===== src/rtl/muldiv_pkg.sv =====
// muldiv_pkg: shared constants, FSM state type and abs helper for the HI/LO mul/div unit.
//   CON_*  : ALU control codes consumed by the unit (1100 mulu, 1101 divu, 1110 mul, 1111 div)
//   stateT : IDLE / CALC / FIX
//   twosAbs: conditional two's-complement negate, supports operand widths up to MAX_W
package muldiv_pkg;
  localparam logic [3:0] CON_MULU = 4'b1100;
  localparam logic [3:0] CON_DIVU = 4'b1101;
  localparam logic [3:0] CON_MUL = 4'b1110;
  localparam logic [3:0] CON_DIV = 4'b1111;
  localparam int MAX_W = 64;
  typedef enum logic [1:0] {IDLE, CALC, FIX} stateT;
  // The low bits of -v do not depend on v's upper bits, so callers zero-extend and truncate.
  function automatic logic [MAX_W-1:0] twosAbs(input logic [MAX_W-1:0] v, input logic neg);
    return neg ? -v : v;
  endfunction
endpackage


===== src/rtl/muldiv_iter.sv =====
// muldiv_iter: one radix-2 shift-add multiply or restoring-divide step per cycle on unsigned operands.
//   clk, rst_n       : clock, synchronous active-low reset
//   load             : capture opA/opB/isDivIn and clear acc/cnt
//   step             : perform one iteration
//   isDivIn          : 1 = divide (opA dividend, opB divisor), 0 = multiply
//   opA, opB         : unsigned operands
//   hiOut, loOut     : product {hi,lo} or {remainder, quotient} after WIDTH steps
//   lastStep         : current step is the WIDTH-th
module muldiv_iter #(
  parameter int WIDTH = 32
) (
  input  logic             clk,
  input  logic             rst_n,
  input  logic             load,
  input  logic             step,
  input  logic             isDivIn,
  input  logic [WIDTH-1:0] opA,
  input  logic [WIDTH-1:0] opB,
  output logic [WIDTH-1:0] hiOut,
  output logic [WIDTH-1:0] loOut,
  output logic             lastStep
);
  localparam int CW = $clog2(WIDTH);
  logic [WIDTH-1:0] acc, sr, m, diff;
  logic [WIDTH:0] sum, shl;
  logic [CW-1:0] cnt;
  logic isDiv, borrow;
  // Multiply: acc holds the running upper half, sr shifts multiplier out and product bits in.
  assign sum = {1'b0, acc} + {1'b0, sr[0] ? m : '0};
  // Divide: partial remainder shifted left with the next dividend bit; a kept difference always fits WIDTH bits.
  assign shl = {acc, sr[WIDTH-1]};
  assign borrow = shl < {1'b0, m};
  assign diff = shl[WIDTH-1:0] - m;
  assign hiOut = acc;
  assign loOut = sr;
  assign lastStep = cnt == CW'(WIDTH - 1);
  always_ff @(posedge clk) begin
    if (!rst_n) begin
      acc <= '0;
      sr <= '0;
      m <= '0;
      cnt <= '0;
      isDiv <= 1'b0;
    end else if (load) begin
      acc <= '0;
      sr <= isDivIn ? opA : opB;
      m <= isDivIn ? opB : opA;
      cnt <= '0;
      isDiv <= isDivIn;
    end else if (step) begin
      acc <= isDiv ? (borrow ? shl[WIDTH-1:0] : diff) : sum[WIDTH:1];
      sr <= isDiv ? {sr[WIDTH-2:0], ~borrow} : {sum[0], sr[WIDTH-1:1]};
      cnt <= cnt + 1'b1;
    end
  end
endmodule


===== src/rtl/hilo_muldiv_unit.sv =====
// hilo_muldiv_unit: iterative multiply/divide engine with HI/LO registers and pipeline stall.
//   clk, rst_n  : clock, synchronous active-low reset
//   start, con  : launch request and op code (mulu/divu/mul/div)
//   a, b        : rs / rt operands
//   hiloR, hiloS: mfhi/mflo in EX, select HI (1) or LO (0)
//   flush       : abandon in-flight op without touching HI/LO/dz
//   rd_data     : selected HI/LO register
//   busy, stall : op in flight; stall the pipeline if it needs the unit
//   done        : one-cycle pulse after HI/LO update
//   dz          : last launched divide had a zero divisor
// Build option MULDIV_ZERO_SKIP_EN: zero multiply operands or zero divisor jump straight to FIX.
module hilo_muldiv_unit
  import muldiv_pkg::*;
#(
  parameter int WIDTH = 32
) (
  input  logic             clk,
  input  logic             rst_n,
  input  logic             start,
  input  logic [3:0]       con,
  input  logic [WIDTH-1:0] a,
  input  logic [WIDTH-1:0] b,
  input  logic             hiloR,
  input  logic             hiloS,
  input  logic             flush,
  output logic [WIDTH-1:0] rd_data,
  output logic             busy,
  output logic             stall,
  output logic             done,
  output logic             dz
);
  stateT state, stateNext;
  logic [WIDTH-1:0] hi, lo, aRaw, iterHi, iterLo, hiNew, loNew;
  logic [2*WIDTH-1:0] prod;
  logic isDivIn, isSgnIn, sA, sB, launch, skip, lastStep, isDiv, negQ, negR, zeroMul;
  assign isDivIn = con == CON_DIVU || con == CON_DIV;
  assign isSgnIn = con == CON_MUL || con == CON_DIV;
  assign sA = isSgnIn & a[WIDTH-1];
  assign sB = isSgnIn & b[WIDTH-1];
  assign launch = state == IDLE && start && !flush && con[3:2] == 2'b11;
`ifdef MULDIV_ZERO_SKIP_EN
  assign skip = isDivIn ? b == '0 : (a == '0 || b == '0);
`else
  assign skip = 1'b0;
`endif
  muldiv_iter #(.WIDTH(WIDTH)) uIter (
    .clk(clk),
    .rst_n(rst_n),
    .load(launch),
    .step(state == CALC),
    .isDivIn(isDivIn),
    .opA(WIDTH'(twosAbs(MAX_W'(a), sA))),
    .opB(WIDTH'(twosAbs(MAX_W'(b), sB))),
    .hiOut(iterHi),
    .loOut(iterLo),
    .lastStep(lastStep)
  );
  assign prod = negQ ? -{iterHi, iterLo} : {iterHi, iterLo};
  // Zero divisor reports the raw dividend in HI (|a| re-signed is a itself) with no sign fix on LO.
  assign hiNew = zeroMul ? '0 : dz ? aRaw : isDiv ? (negR ? -iterHi : iterHi) : prod[2*WIDTH-1:WIDTH];
  assign loNew = zeroMul ? '0 : dz ? '1 : isDiv ? (negQ ? -iterLo : iterLo) : prod[WIDTH-1:0];
  always_comb begin
    stateNext = flush ? IDLE : state == IDLE ? (launch ? (skip ? FIX : CALC) : IDLE) : state == CALC ? (lastStep ? FIX : CALC) : IDLE;
  end
  always_ff @(posedge clk) begin
    if (!rst_n) begin
      state <= IDLE;
      hi <= '0;
      lo <= '0;
      aRaw <= '0;
      done <= 1'b0;
      dz <= 1'b0;
      isDiv <= 1'b0;
      negQ <= 1'b0;
      negR <= 1'b0;
      zeroMul <= 1'b0;
    end else begin
      state <= stateNext;
      done <= state == FIX && !flush;
      if (launch) begin
        isDiv <= isDivIn;
        negQ <= sA ^ sB;
        negR <= sA;
        zeroMul <= skip & !isDivIn;
        aRaw <= a;
        dz <= isDivIn && b == '0;
      end
      if (state == FIX && !flush) begin
        hi <= hiNew;
        lo <= loNew;
      end
    end
  end
  assign busy = state != IDLE;
  assign stall = busy & (start | hiloR);
  assign rd_data = hiloS ? hi : lo;
endmodule


===== config.mk =====
export PLATFORM = sky130hd
export DESIGN_NAME = hilo_muldiv_unit
export DESIGN_NICKNAME = d
export VERILOG_FILES = /design/src/rtl/muldiv_pkg.sv /design/src/rtl/muldiv_iter.sv /design/src/rtl/hilo_muldiv_unit.sv
export SDC_FILE = /design/constraint.sdc
export NUM_CORES = 1
export LEC_CHECK = 0
export CORE_ASPECT_RATIO = 1.25
export CORE_MARGIN = 4
export CORE_UTILIZATION = 50
export DETAILED_ROUTE_END_ITERATION = 7
export PLACE_DENSITY = 0.69
export SLEW_MARGIN = 20
export SYNTH_ARGS = -nofsm -noshare
export SYNTH_HDL_FRONTEND = slang
export SYNTH_HIERARCHICAL = 1
export SYNTH_SLANG_ARGS = --single-unit

===== constraint.sdc =====
create_clock -name clk -period 7.71 [get_ports clk]
set_input_delay 0.771 -clock clk [delete_from_list [all_inputs] [get_ports clk]]
set_output_delay 0.771 -clock clk [all_outputs]
set_load 0.01 [all_outputs]

==> impl_summary.log <==
INFO  metric yosys.cell_types.count = 86
INFO  metric post-place-ws = between 3 and 4 ns
INFO  metric path_max_fanout = 63
INFO  metric dpl-instance-area = 17800 um^2
INFO  metric yosys_register_bits = around 200
INFO  metric cts_bufs_inserted = 25
INFO  metric timing.final.hold_violations = 0
INFO  metric p_leak = slightly below 8 nW
INFO  metric r2r_worst_path_depth = 11
INFO  metric dieHeight = roughly 210 um
INFO  metric clk_root_buffer_cell = sky130_fd_sc_hd__clkbuf_16
INFO  metric groute.usage.overall = 0.321
INFO  metric detailedPlacementHpwl = 45400 um
INFO  metric timing.critical_path.required = roughly 8 ns
INFO  metric crit_type = input port to flop
INFO  metric r2r_slack = between 3 and 4 ns
INFO  metric cts.sinks = about 200
INFO  metric grt_pass1_vias = about 16000
INFO  metric detailedRoute.firstPassIterationCount = 5
INFO  metric via_count = approximately 17000
INFO  metric final.min_clock_period = between 4 and 5 ns
INFO  metric mostFrequentLayoutCells = sky130_fd_sc_hd__nand2_1 (290), sky130_fd_sc_hd__dfxtp_1 (203), sky130_fd_sc_hd__a21oi_1 (174)
INFO  metric fillCellCount = approximately 3100
INFO  metric grt_antenna_before_repair = 0
INFO  metric async_reset_ff_frac = 0
INFO  metric dominant_combinational_cell_family_by_area_after_synthesis = compound AO/OA/AOI/OAI gates
INFO  metric synth_sequential_area_ratio = 0.248
INFO  metric whs_endpoint = hi[20]
INFO  metric least_margin_pin_slew = between 1 and 1.5 ns
INFO  metric finalCritPeriodShare = 0.525
INFO  metric grt_first_pass_wirelength = 91300 um
INFO  metric htree_levels = 1
INFO  metric post_synth_fa_ha_maj_area_fraction = 0.0553
INFO  metric floorplan.rows = 74
INFO  metric finalSetupViolations = 0
INFO  metric worstHoldPathType = flop to flop
INFO  metric chipWidth = 171 um
INFO  metric final_nets = approximately 2300
INFO  metric syn_avg_cell_area = around 7.6 um^2
INFO  metric post_cts.resized_instances = 0
INFO  metric cp_max_stage_delay = about 0.84 ns
INFO  metric drtAntennaViolNets = 0
INFO  metric hold_ws = around 0.44 ns
INFO  metric syn_area = 16500 um^2
INFO  metric critical_path.startpoint_type = input port
INFO  metric synth-edff-count = 0
INFO  metric reg2reg_from = state[1]
INFO  metric run_status = finished, final reports clean
INFO  metric powerDensity = approximately 150 nW/um^2
INFO  metric cts_setup_buffers = 0
INFO  metric stdcell_area = between 15000 and 20000 um^2
INFO  metric synth_xor_xnor_area_share = 0.0884
INFO  metric post_synth_mux_area_share = 0.0892
INFO  metric syn_to_final_growth = 12.6%
INFO  metric synth-compound-area-share = 0.256
INFO  metric timing.clock.skew = 0.0213 ns
INFO  metric r2r_path_end = uIter/hiOut[30]
INFO  metric synth-main-ff-cell = sky130_fd_sc_hd__dfxtp_1
INFO  metric diodes = 0
INFO  metric clock_transition_time_at_the_flip_flop_clock_pins_of_the_worst_setup_and_hold_paths = ~0.06 ns
INFO  metric setup-tns-final = 0 ns
INFO  metric insertion_delay = 0.56 ns
INFO  metric via_per_inst = 6.31
INFO  metric die_area = 36100 um^2
INFO  metric routed_wirelength = roughly 60000 um
INFO  metric synthSimpleGateAreaFrac = 0.217
INFO  metric routabilityCongestion = around 0.96
INFO  metric maxSlewViolCount = 0
INFO  metric tritoncts = built
INFO  metric cts-hold-fix-buffers = 0
INFO  metric crit_top_cell = sky130_fd_sc_hd__nor2_1
INFO  metric max_freq = 247 MHz
INFO  metric overflow = 0
INFO  metric grt_setup_unrepaired = false
INFO  metric min_from = hi[20]
INFO  metric io_buffer_count = between 100 and 150
INFO  metric synth_nets = between 2000 and 2500
INFO  metric post_drt_wl_per_cell = between 20 and 25 um
INFO  metric setup_slack = ~3.7 ns
INFO  metric cts_max_path_buffers = 3
INFO  metric timing.max_cap.violations = 0
INFO  metric start_util = 0.506
INFO  metric drtIter0Drc = 1461
INFO  metric core-area = 32700 um^2
INFO  metric syn_inst = approximately 2200
INFO  metric layout_commonest_cell = sky130_fd_sc_hd__nand2_1
INFO  metric cpMaxStageDelayCell = sky130_fd_sc_hd__nor3b_1
INFO  metric timing.slew.headroom = 0.248
INFO  metric timing.critical_path.cells = clkdlybuf4s50_1 > nor3b_1 > nand3_1 > buf_4 > inv_4 > nand2b_1 > nor2_1 > and2_1 > or3_1 > mux2i_1 > nor2_1
INFO  metric synth_warnings = 6
INFO  metric timing.hold.worst_path_depth = 2
INFO  metric critical_path.endpoint_type = flop
INFO  metric arrival = between 4 and 5 ns
INFO  metric max-vdd-ir-drop = about 0.15 mV
INFO  metric design.portCount = 110
INFO  metric final_layout_size_suffix_gt1_frac = 0.0620
INFO  metric route.detailed.drc = 0
INFO  metric maximum_number_of_pins_on_one_net_before_global_route_repair = ~110
[logic make-up after synthesis]
kind of cell	Yosys count
AOI/OAI and AO/OA	640
xor gates and xnor gates	167
adders and majority gates	72
buffers and inverters	197
DFF	205
muxes	143
and+or+nand+nor	748
[state kept, by name (all words and copies together) (netlist names)]
name	flops
uIter/hiOut	32
aRaw	32
uIter/cnt	5
lo	32
uIter/loOut	32
negQ	1
dz	1
uIter/isDiv	1
uIter/m	32
isDiv	1
state	2
done	1
hi	32
negR	1
[layout make-up]
cell class	instances	area, um^2	area share
Inverter	65	246	0.0132
Sequential cell	205	4110	0.220
Tap cell	418	523	0.0281
Clock inverter	12	141	0.00759
Timing Repair Buffer	128	1230	0.0661
Clock buffer	31	688	0.0369
Multi-Input combinational cell	1770	11700	0.628
[worst max-delay path by stage]
stage	start	end
after floorplan	a[17]	uIter/loOut[29]
after global placement	flush	uIter/hiOut[30]
after detailed placement	flush	uIter/hiOut[30]
after CTS	flush	uIter/hiOut[30]
after global routing	flush	aRaw[18]
final	flush	uIter/hiOut[30]
[per-stage QoR]
step                      cells  total power, mW   util
after global routing       2629             2.97  0.570
final                      2629             2.88  0.570
after floorplan            2172             1.50      -
after CTS                  2629             2.88  0.570
after detailed placement   2586             1.68  0.545
after global placement     2586             1.67  0.545
[Yosys cell counts (all sizes together) (27+ instances only)]
| library cell | number | share of area |
|---|---|---|
| clkbuf | 105 | 0.024 |
| buf | 27 | 0.0078 |
| inv | 65 | 0.015 |
| a21boi | 41 | 0.019 |
| nand3 | 35 | 0.011 |
| nor2 | 162 | 0.037 |
| and2 | 41 | 0.016 |
| o211a | 65 | 0.039 |
| a21oi | 176 | 0.054 |
| nor3 | 47 | 0.015 |
| dfxtp | 205 | 0.25 |
| nand2 | 290 | 0.066 |
| mux2i | 107 | 0.065 |
| o21ai | 167 | 0.051 |
| xnor2 | 68 | 0.036 |
| mux2 | 36 | 0.024 |
| xor2 | 99 | 0.052 |
| ha | 70 | 0.053 |
[layer usage]
metal | global-route usage | up-vias | part of all wire
met2 | 0.528 | 710 | 0.47
met3 | 0.0351 | 132 | 0.063
met5 | 0 | - | 0
li1 | - | 7875 | -
met4 | 0.138 | 0 | 0.047
met1 | 0.427 | 7877 | 0.42
[power breakdown]
group / internal (mW) / total, mW / switching, mW / leakage [nW]
clock: 0.704 / 1.21 / 0.505 / 0.406
combinational: 0.213 / 0.546 / 0.333 / 5.74
sequential: 1.08 / 1.12 / 0.0424 / 1.66
total: 2.00 / 2.88 / 0.880 / 7.80
[worst max-delay path, delay by kind of cell]
family,cells,cell delay [ns]
and+or+nand+nor,7,2.23
muxes,1,0.14
buffers and inverters,3,1.31
(Power assumes the default switching activity.)
